===== config.mk =====
export PLATFORM = sky130hd
export DESIGN_NAME = xor_frame_checksum
export DESIGN_NICKNAME = d
export VERILOG_FILES = /design/src/rtl/xor_frame_checksum.sv
export SDC_FILE = /design/constraint.sdc
export NUM_CORES = 1
export LEC_CHECK = 0
export ABC_AREA = 1
export CAP_MARGIN = 20
export CORE_MARGIN = 2
export CORE_UTILIZATION = 30
export CTS_CLUSTER_DIAMETER = 80
export DETAILED_ROUTE_END_ITERATION = 10
export PLACE_DENSITY = 0.6
export SETUP_SLACK_MARGIN = 0.05
export SYNTH_ARGS = -nofsm -noshare
export SYNTH_HDL_FRONTEND = slang
export SYNTH_SLANG_ARGS = --single-unit

===== constraint.sdc =====
create_clock -name clk -period 3.7 [get_ports clk]
set_input_delay 0.925 -clock clk [delete_from_list [all_inputs] [get_ports clk]]
set_output_delay 0.925 -clock clk [all_outputs]
set_load 0.02 [all_outputs]

===== src/rtl/xor_frame_checksum.sv =====
// xor_frame_checksum: streaming XOR checksum over valid/ready framed words.
// A frame closes on in_last or after MAX_LEN words; the result is held until out_ready.
module xor_frame_checksum #(
    parameter int  WIDTH   = 8,
    parameter int  MAX_LEN = 16,
    localparam int CNT_W   = $clog2(MAX_LEN + 1)
) (
    input  logic             clk,
    input  logic             rst_n,
    input  logic             in_valid,
    input  logic [WIDTH-1:0] in_data,
    input  logic             in_last,
    output logic             in_ready,
    output logic             out_valid,
    output logic [WIDTH-1:0] out_data,
    output logic [CNT_W-1:0] out_len,
    output logic             out_err,
    input  logic             out_ready
);

    typedef enum logic {
        ST_ACC  = 1'b0,
        ST_HOLD = 1'b1
    } state_e;

    localparam logic [CNT_W-1:0] LEN_MAX = CNT_W'(MAX_LEN);

    state_e           state_q,     state_d;
    logic [WIDTH-1:0] acc_q,       acc_d;
    logic [CNT_W-1:0] cnt_q,       cnt_d;
    logic [WIDTH-1:0] out_data_q,  out_data_d;
    logic [CNT_W-1:0] out_len_q,   out_len_d;
    logic             out_err_q,   out_err_d;
    logic             out_valid_q, out_valid_d;

    logic             beat;
    logic             closing;
    logic [CNT_W-1:0] cnt_inc;
    logic [WIDTH-1:0] acc_next;

    // in_ready depends on the state register alone, so no input reaches it combinationally.
    assign in_ready = (state_q == ST_ACC);
    assign beat     = in_valid && in_ready;
    assign cnt_inc  = cnt_q + CNT_W'(1);
    assign acc_next = acc_q ^ in_data;
    assign closing  = in_last || (cnt_inc == LEN_MAX);

    always_comb begin
        // NOTE: every _d gets its hold value first so no path through this block infers a latch.
        state_d     = state_q;
        acc_d       = acc_q;
        cnt_d       = cnt_q;
        out_data_d  = out_data_q;
        out_len_d   = out_len_q;
        out_err_d   = out_err_q;
        out_valid_d = out_valid_q;

        case (state_q)
            ST_ACC: begin
                if (beat) begin
                    if (closing) begin
                        out_data_d  = acc_next;
                        out_len_d   = cnt_inc;
                        out_err_d   = ~in_last;
                        out_valid_d = 1'b1;
                        acc_d       = '0;
                        cnt_d       = '0;
                        state_d     = ST_HOLD;
                    end else begin
                        acc_d = acc_next;
                        cnt_d = cnt_inc;
                    end
                end
            end
            ST_HOLD: begin
                if (out_ready) begin
                    out_valid_d = 1'b0;
                    state_d     = ST_ACC;
                end
            end
            default: state_d = ST_ACC;
        endcase
    end

    // NOTE: state registers use non-blocking assignments so all flops sample the same pre-edge values.
    always_ff @(posedge clk or negedge rst_n) begin
        if (!rst_n) begin
            state_q     <= ST_ACC;
            acc_q       <= '0;
            cnt_q       <= '0;
            out_data_q  <= '0;
            out_len_q   <= '0;
            out_err_q   <= 1'b0;
            out_valid_q <= 1'b0;
        end else begin
            state_q     <= state_d;
            acc_q       <= acc_d;
            cnt_q       <= cnt_d;
            out_data_q  <= out_data_d;
            out_len_q   <= out_len_d;
            out_err_q   <= out_err_d;
            out_valid_q <= out_valid_d;
        end
    end

    assign out_valid = out_valid_q;
    assign out_data  = out_data_q;
    assign out_len   = out_len_q;
    assign out_err   = out_err_q;

endmodule


==> metrics <==
status complete, no violations; cell taking the most area after synthesis dfrtp_1; Max-Cap Viols 0; CP max FO 18; routed wire length 2742 um; Max Fclk 0.3868 GHz; Synth cell types 19; fin crit period 2585 ps; root buf cell clkbuf_8; hold buffers post-CTS 0; category of the worst setup path launch point input port; Post-synth top cells nand2_1 (58), dfrtp_1 (29), nand3_1 (25); routability cong. 0.7763; syn nets 164; HP Class flip-flop to flip-flop; I/O Pins 29; clk sinks 29; flops & latches, synth 29; worst hold path stage count 2; top-count cell post-synth nand2_1; Post-Syn Area per Cell 8.750 um2; period utilisation layout 69.87%; skew final 2.462 ps; worst slew pin tran 735.4 ps; RSZ-0062 raised after global routing no; IO buf count 28; synth top area cells dfrtp_1 (55%), nand2_1 (17%), nand3_1 (9.5%); Setup crit end kind flip-flop; final hold slack 472.7 ps; DRT iter0 DRCs 69; worst setup path class input port to flip-flop; H-Tree Depth 2; final setup vio count 0; final core utilization 39.80%; setup TNS 0 ps; CTS clk-pin slew, worst paths 60 ps; TritonCTS clock tree yes; largest net degree at the start of global routing 30; antenna viol nets, final 0; area of the core 4294 um2; via count 1090; synthesized netlist cell count 150; setup ws final 1115 ps; Initial Util 30.57%; Ys Warns 0; Fin. Hold Viols 0; crit path DAT 2730 ps; final max-slew violation count 0; Die Span Y 70.15 um; asr flop ratio synth 100.0%; PD cells 549.4 nW/um2; first-pass GRT wire length 4726 um; Inserted Clock Buffers 5; Via density 4.678; Std-Cell Rows 24; drt first pass iters 4; Critical Path RT 3850 ps; # nets final 194; clock latency on the worst-skew pair 280 ps; Rel. slew slack 50.80%; per-cell routed wire length 11.77 um; vias in the first global route 1043; Max IR drop VDD 0.1809 mV; die span in x 70.15 um; Setup WS pre-CTS 826.3 ps; number of synthesized flops with an enable pin 0; # DRC 0; ratio of cells with drive above 1 in the final layout 5.525%; post-synthesis sequential area ratio 55.29%; ys flop type dfrtp_1; ANT cells 0; number of buffers on the longest clock path 2; initial antenna violation count 0; Reg2Reg Depth 5; area delta synth->final 30.22%; Pleak 0.0008614 uW; post-synthesis cell area 1313 um2; post-DP HPWL 1913 um; grt ovf 0; Post-CTS Setup Bufs 0; Synth top area share 55.29%; total track usage 12.40%; Resize count post-CTS 0; die area 4920 um2
-- area by class of cell --
cell class                 count  area, um2
clock buffer                   8      80.08
fill                         447       2585
multi-input combinational    106      516.7
timing repair buffer          29      287.8
sequential                    29      725.7
inverter                       9      33.78
tap                           52      65.06
-- per-layer routing --
metal	wire length [um]	GRT usage, %	up-vias
li1	-	-	538
met4	71	7.692	0
met1	1215	15.47	515
met3	128	2.597	7
met5	0	0	-
met2	1326	19.58	30
-- per-stage QoR --
| stage | power [uW] | instances | area (um2) |
|---|---|---|---|
| after floorplan | 574.3 | 150 | 1313 |
| after global placement | 698.9 | 225 | 1629 |
| after detailed placement | 701.8 | 225 | 1629 |
| after CTS | 952.0 | 233 | 1709 |
| after global routing | 997.3 | 233 | 1709 |
| final | 939.1 | 233 | 1709 |
-- path summary, 6_finish.rpt --
kind / endpoint / start / slack [ps]
worst min register to register: out_data[5] / out_data[5] / 470
worst min-delay path: out_data[5] / out_data[5] / 470
worst max-delay path: state_q / in_valid / 1110
worst max register to register: state_q / state_q / 1770
max in group asynchronous: out_len[2] / rst_n / 2400
min in group asynchronous: out_data[6] / rst_n / 1030
-- critical path, cell delays in order --
cell and delay, ps:
clkdlybuf4s50_1 400, nand2_1 360, clkinv_1 540, nand2_4 360, o21ai_0 130
-- power breakdown --
| part | internal (uW) | switching [uW] |
|---|---|---|
| clock | 133 | 113 |
| sequential | 382 | 41.9 |
| combinational | 124 | 145 |
-- cells by family (layout without fill, tap and decap cells) --
family	count (synthesis)	count (layout)	share of synthesized area, %
AOI/OAI and AO/OA	5	5	2.002
xor gates and xnor gates	8	8	5.339
adders and majority gates	1	1	0.9531
buffers and inverters	15	46	5.338
DFF	29	29	55.29
and+or+nand+nor	92	92	31.08
-- registers in the layout, indices dropped and copies added, names as in the netlist --
signal,count
cnt_q,5
acc_q,8
out_err,1
state_q,1
out_valid,1
out_len,5
out_data,8
-- layout by cell type (no fill, tap or decap), drive strengths merged --
cell	instances
o21ai	4
dfrtp	29
o22ai	1
ha	1
or2	1
buf	1
xor2	8
nor2	2
clkinv	1
nand3	26
clkdlybuf4s50	28
clkbuf	8
nand2	60
nand4	3
inv	8
(Power assumes the default switching activity.)
